$ cat config.mk
export PLATFORM = sky130hd
export DESIGN_NAME = mem_port_arbiter
export DESIGN_NICKNAME = d
export VERILOG_FILES = /design/src/rtl/mem_port_arbiter.sv
export SDC_FILE = /design/constraint.sdc
export NUM_CORES = 1
export LEC_CHECK = 0
export BUFFER_PORTS_ARGS = -buffer_cell sky130_fd_sc_hd__buf_2
export CAP_MARGIN = 15
export CORE_AREA = 5 5 126 128
export CTS_BUF_LIST = sky130_fd_sc_hd__clkbuf_8
export CTS_CLUSTER_SIZE = 14
export DETAILED_ROUTE_END_ITERATION = 16
export DIE_AREA = 0 0 131 133
export HOLD_SLACK_MARGIN = 0.06
export PLACE_DENSITY = 0.81
export SYNTH_ARGS = -nofsm -noshare
export SYNTH_HDL_FRONTEND = slang
export SYNTH_SLANG_ARGS = --single-unit
$ cat constraint.sdc
create_clock -name clk -period 1.4 [get_ports clk]
set_input_delay 0 -clock clk [delete_from_list [all_inputs] [get_ports clk]]
set_output_delay 0 -clock clk [all_outputs]
set_load 0.01 [all_outputs]
$ cat src/rtl/mem_port_arbiter.sv
// Two-port (fetch/execute) arbiter in front of a single memory unit.
// One command in flight at a time; round-robin on simultaneous requests.
module mem_port_arbiter #(
  parameter int MEM_LAT = 1
) (
  input  logic        clk,
  input  logic        init_n,
  input  logic        f_req,
  input  logic [31:0] f_address,
  input  logic [31:0] f_offset,
  input  logic        x_req,
  input  logic [1:0]  x_mode,
  input  logic [31:0] x_address,
  input  logic [31:0] x_offset,
  input  logic [31:0] x_data,
  output logic [1:0]  mem_mode,
  output logic [31:0] mem_address,
  output logic [31:0] mem_offset,
  output logic [31:0] mem_data,
  input  logic [31:0] mem_data_out,
  output logic        f_ack,
  output logic        x_ack,
  output logic [31:0] rdata,
  output logic        busy
);

  typedef enum logic [1:0] {
    S_IDLE,
    S_ISSUE,
    S_WAIT,
    S_RESP
  } state_t;

  localparam logic [2:0] LAT_M1 = 3'(MEM_LAT - 1);

  state_t     state;
  logic [2:0] wait_cnt;
  logic       last_grant;   // 1 = execute was granted last
  logic       gnt_x;        // port owning the in-flight transaction
  logic       grant_x;

  // Execute wins when it is alone, or when both request and fetch had the last turn.
  assign grant_x = x_req & (~f_req | ~last_grant);

  always_ff @(posedge clk or negedge init_n) begin
    if (!init_n) begin
      state       <= S_IDLE;
      wait_cnt    <= 3'd0;
      last_grant  <= 1'b1;
      gnt_x       <= 1'b0;
      mem_mode    <= 2'b00;
      mem_address <= 32'h0;
      mem_offset  <= 32'h0;
      mem_data    <= 32'h0;
      f_ack       <= 1'b0;
      x_ack       <= 1'b0;
      rdata       <= 32'h0;
      busy        <= 1'b0;
    end else begin
      f_ack <= 1'b0;
      x_ack <= 1'b0;
      case (state)
        S_IDLE: begin
          if (f_req || x_req) begin
            gnt_x       <= grant_x;
            mem_mode    <= grant_x ? x_mode    : 2'b00;
            mem_address <= grant_x ? x_address : f_address;
            mem_offset  <= grant_x ? x_offset  : f_offset;
            mem_data    <= grant_x ? x_data    : 32'h0;
            busy        <= 1'b1;
            state       <= S_ISSUE;
          end
        end
        S_ISSUE: begin
          // Command fields stay on the bus; only the mode strobe is dropped.
          mem_mode <= 2'b00;
          wait_cnt <= LAT_M1;
          state    <= S_WAIT;
        end
        S_WAIT: begin
          if (wait_cnt == 3'd0) begin
            state <= S_RESP;
          end else begin
            wait_cnt <= wait_cnt - 3'd1;
          end
        end
        S_RESP: begin
          rdata      <= mem_data_out;
          f_ack      <= ~gnt_x;
          x_ack      <= gnt_x;
          last_grant <= gnt_x;
          busy       <= 1'b0;
          state      <= S_IDLE;
        end
        default: begin
          state <= S_IDLE;
          busy  <= 1'b0;
        end
      endcase
    end
  end

endmodule

Word level (Yosys, flattened, before mapping)

Cells that the tools add are included.

RAM bits: 0
Output and inout port bits: 133
Register bits after elaboration: 140
Memories kept: 0
Bits in latches: 0
Word-level logic and storage cells: 50
Input port bits: 198
Bits in read-only memories: 0

Bitwise logic cells: 5
Shift-type cells: 0
Divide/modulo/power cells: 0
$mul: 0
Order comparisons: 0
Eq/ne operators: 6
Reduce and logical (&&, ||, !) cells: 11
Mux-type cells: 15
Add/sub/neg operators: 1

Operators with widths:

| kind                                                 | count |
|---|---|
| 2-to-1 mux 32 bit                                    | 3 |
| AND reduction 2 bit                                  | 5 |
| 2-to-1 mux 2 bit                                     | 4 |
| one-hot mux 2 bit (4 select lines)                   | 1 |
| inequality test 2 bit (second input constant)        | 3 |
| one-hot mux 3 bit (2 select lines)                   | 1 |
| nonzero test 2 bit                                   | 3 |
| equality test 2 bit (second input constant)          | 2 |
| one-hot mux 2 bit (2 select lines)                   | 1 |
| logical NOT 3 bit                                    | 1 |
| 2-to-1 mux 1 bit                                     | 3 |
| 2-to-1 mux 3 bit                                     | 1 |
| inverter 1 bit                                       | 3 |
| subtractor 3 x 1 -> 3 bit (second input constant)    | 1 |
| equality test 2 x 1 -> 1 bit (second input constant) | 1 |
| logical NOT 2 bit                                    | 1 |
| one-hot mux 1 bit (2 select lines)                   | 1 |
| bitwise AND 1 bit                                    | 1 |
| logical OR 1 bit                                     | 1 |
| bitwise OR 1 bit                                     | 1 |

Depth between registers and ports, before layout

Depth in word-level cells: 6
Gate-level depth with buffers: 7
Depth with buffers taken out: 6

Worst setup path before layout

OpenSTA, ideal clock, no wires.

Path type: register to register
Start: register state[0]
End: register state[1]
Required time: 1275 ps
Setup time: 125 ps
Cell stages (with the launch flop): 6
Period minus slack after synthesis: 1484 ps
Buffers on the path: 0
Data arrival time: 1359 ps
Slack: -84 ps
Path through: dfrtp_1 > inv_1 > ha_1 > nor3b_2 > a21oi_1 > mux2_2

Longest elaborated chain between the ends: 3
Elaborated cells on any way between the ends: 8
Classes of those cells: eq/ne (5); mux (1); reduce/logical (2)

RTL lines:

| element                                                         | RTL line | source |
|---|---|---|
| from (decl)                                                     | 36       | `state_t state;` |
| from (signal assigned)                                          | 47       | `state <= S_IDLE;` |
| from (signal assigned)                                          | 71       | `state <= S_ISSUE;` |
| from (signal assigned)                                          | 78       | `state <= S_WAIT;` |
| equality test 2 bit / logical NOT 2 bit (equally long branches) | 62       | `case (state)` |
| inequality test 2 bit (no line)                                 | -        |  |
| AND reduction 2 bit (no line)                                   | -        |  |

Several ways; a longest one is shown, not always the timed one.
A chain may end at the register's enable or synchronous reset.

Worst setup path in the final report

Start: register state[1]
End: register mem_offset[1]

Longest elaborated chain between the ends: 2

RTL lines:

| element                       | RTL line | source |
|---|---|---|
| logical NOT 2 bit             | 62       |  |
| AND reduction 2 bit (no line) | -        |  |
| to (signal assigned)          | 68       | `mem_offset <= grant_x ? x_offset : f_offset;` |
| to (decl)                     | 18       | `output logic [31:0] mem_offset,` |

Every way passes these cells.

==> parameters.txt <==
Parameter                              Value

Run status
  Outcome ... finished, violations left
  Violated checks ... setup timing

Synthesis
  Largest area contributor in the netlist ... sky130_fd_sc_hd__dfrtp_1
  Share of the synthesized area in the top cell type ... 0.599
  Net count of the mapped netlist ... 748
  Mux cell area share after synthesis ... 0.0659
  Dominant register cell in the synthesized netlist ... sky130_fd_sc_hd__dfrtp_1
  Compound-Gate Fraction of Synth Area ... 0.178
  Share of synthesized cell area in full adder, half adder and majority cells ... 0.0129
  Cells taking the most area after synthesis ... sky130_fd_sc_hd__dfrtp_1 60%, sky130_fd_sc_hd__a21oi_1 11%, sky130_fd_sc_hd__mux2_2 6.6%
  Ys Warns ... 0
  Simple-gate share of the synthesized area ... 0.0955
  Post-Syn Instances ... 544
  EDFF count, synth ... 0
  Unique masters post-synth ... 30
  Synth cell count leaders ... 139 x sky130_fd_sc_hd__dfrtp_1, 129 x sky130_fd_sc_hd__a21oi_1, 67 x sky130_fd_sc_hd__nand2_1
  Average size of a mapped cell ... 10.7 um^2
  Netlist area before placement ... 5810 um^2
  Synthesized flop and latch total ... 140
  Share of the yosys chip area belonging to registers ... 0.604
  Dominant cell by count in the synthesized netlist ... sky130_fd_sc_hd__dfrtp_1
  Dominant combinational cell family by area after synthesis ... compound AO/OA/AOI/OAI gates
  Fraction of registers with async set or reset after synthesis ... 1.00
  Synthesized-area fraction occupied by xor and xnor cells ... 0.00151

Final layout
  Number of nets at the end of the flow ... 1293
  Post-Layout Cell Count ... 1291
  Final cell utilization of the core ... 0.741
  Share of cells above drive strength 1 ... 0.492
  Total area of multi-input combinational cells ... 2540 um^2
  Filler cells ... 852
  Storage element area ... 3500 um^2
  Design Area, Final ... 10900 um^2
  Layout overhead on the synthesized area ... 88.3%

Clock network
  Number of levels in the clock H-tree ... 4
  CTS buffer count ... 17
  Skew-Pair Late Insertion Delay ... 0.44 ns
  Sinks on Clock Net ... 140
  Clock-pin slew on the worst setup and hold paths ... 0.08 ns
  Cell at the root of the clock tree ... sky130_fd_sc_hd__clkbuf_8
  TritonCTS clock tree ... done
  Maximum clock path buffer count ... 2

Timing
  RSZ-0062 raised after global routing ... yes
  Final worst path period need ... 1.52 ns
  Post-route setup TNS ... -2.77 ns
  Slew headroom ... 0.424
  Fmax ... 656 MHz
  Clock Skew ... 0.00671 ns
  Final Slew Violations ... 0
  Finish-stage setup viols ... 84
  Fin Hold WS ... 0.113 ns
  Post-route clock period utilization ... 1.09
  Post-route worst setup slack ... -0.125 ns
  Hold Vio Cnt, Final ... 0
  Actual transition at the worst max-transition pin ... 0.861 ns

Drt
  Via count of the routed design ... 7016
  Number of search-and-repair iterations in the first detailed-routing pass ... 5
  Final antenna-violating net count ... 0
  Average routed wire per standard cell ... 21.4 um
  Via count normalized by instance count ... 5.43
  Routed wire length ... 27.6 mm
  Number of design-rule violations left by the first detailed-router iteration ... 627
  Number of remaining DRC errors ... 0

Floorplanning
  Row Count ... 45
  I/O pin total ... 331
  Overall die height ... 133 um
  Die Outline Area ... 17400 um^2
  Area inside the core boundary ... 14800 um^2
  Die Wd ... 131 um
  Initial core utilization ... 0.394

Worst setup path
  Data required, critical path ... 1.75 ns
  Critical Path Start Type ... flip-flop
  Crit-path max FO ... 8
  Classification of the worst setup path ... flip-flop to flip-flop
  Arrival time of the worst setup path ... 1.87 ns
  Critical path capture point type ... flip-flop

Place
  Dpl cell area ... 7820 um^2
  Quantity of I/O buffers inserted on ports ... 330
  Routability congestion estimate from global placement ... 0.837
  HPWL after detailed placement ... 13.2 mm
  Placed Cells incl. Taps ... 1046
  Post-Place Setup Slack ... -0.0637 ns

Global route
  Overall global routing resource usage ... 0.274
  Number of global-route vias before repair ... 7315
  First-pass GRT wire length ... 36.9 mm
  Remaining global-route overflow ... 0
  Maximum number of pins on one net before global-route repair ... 67
  Number of antenna violations at the first check in global routing ... 1

Power and ir drop
  Leakage power total ... 5.22 nW
  Largest vdd supply drop ... 1.27 mV
  Power after layout ... 22.0 mW
  PwrDens ... 2010 nW/um^2

Flow run
  Max-cap violation count ... 0

Worst hold path
  Class of the worst hold path ... input port to flip-flop
[worst max-delay path: stages, from the launching register on]
cell and delay, ns:
sky130_fd_sc_hd__dfrtp_1 0.43, sky130_fd_sc_hd__inv_2 0.10, sky130_fd_sc_hd__ha_4 0.17, sky130_fd_sc_hd__o21a_4 0.16, sky130_fd_sc_hd__buf_12 0.16, sky130_fd_sc_hd__clkbuf_16 0.18
sky130_fd_sc_hd__nor2_1 0.05, sky130_fd_sc_hd__a21oi_1 0.17
[power breakdown]
part / internal, mW / leakage (nW) / switching [mW]
Combinational: 5.14 / 3.35 / 5.84
Sequential: 6.05 / 1.66 / 1.45
Clock: 1.87 / 0.213 / 1.64
[cell families (layout without fill, tap and decap cells)]
group	count (synthesis)	count (layout)
AO/OA/AOI/OAI	176	176
XOR/XNOR	1	1
adder cells (fa/ha/maj)	6	6
buffers and inverters	46	604
flip-flops	140	140
multiplexers	34	34
other	0	1
AND/OR/NAND/NOR	141	141
[worst paths after layout]
check	startpoint	to	slack (ns)	depth (start not counted)
max	state[1]	mem_offset[1]	-0.12	7
min	x_req	busy	0.11	5
max reg2reg	state[1]	mem_offset[1]	-0.12	7
min reg2reg	gnt_x	f_ack	0.48	1
max in group asynchronous	init_n	mem_data[28]	0.04	3
min in group asynchronous	init_n	busy	0.14	3
[cell usage in the layout (no fill, tap or decap), types with 15 or more instances in the layout]
cell | netlist | layout
sky130_fd_sc_hd__nor2_2 | 0 | 17
sky130_fd_sc_hd__dfrtp_1 | 139 | 139
sky130_fd_sc_hd__mux2_2 | 34 | 32
sky130_fd_sc_hd__clkbuf_8 | 0 | 19
sky130_fd_sc_hd__dlygate4sd3_1 | 0 | 197
sky130_fd_sc_hd__nor2_4 | 0 | 19
sky130_fd_sc_hd__a21oi_1 | 129 | 74
sky130_fd_sc_hd__nand2_1 | 67 | 67
sky130_fd_sc_hd__nor2_1 | 66 | 30
sky130_fd_sc_hd__a21oi_2 | 0 | 54
sky130_fd_sc_hd__a22o_1 | 32 | 32
sky130_fd_sc_hd__buf_2 | 21 | 329
sky130_fd_sc_hd__buf_4 | 9 | 15
[routing by layer]
layer	wire (um)	track usage
met2	14400	0.476
met5	0	0
met4	1970	0.191
met1	8950	0.272
met3	2290	0.0836
[registers in the layout, summed over array words and instances (netlist names), 2 cells and up]
| name | flops |
|---|---|
| mem_address | 32 |
| mem_data | 32 |
| wait_cnt | 3 |
| rdata | 32 |
| mem_mode | 2 |
| state | 2 |
| mem_offset | 32 |
[cell type report]
cell class,instances,area share
inverter,7,0.00240
clock inverter,13,0.0150
multi-input combinational,358,0.233
timing repair buffer,565,0.384
antenna,1,0.000229
tap,188,0.0215
clock buffer,19,0.0239
sequential,140,0.321
[timing repair]
item                       4_1_cts  5_1_grt
hold buffers                   197        1
setup endpoints to repair       42      149
buffers inserted                 1        5
hold endpoints to repair       270       18
gates resized for setup         10      122
cloned                           0        9
pin swaps                        1       12
(Power assumes the default switching activity.)
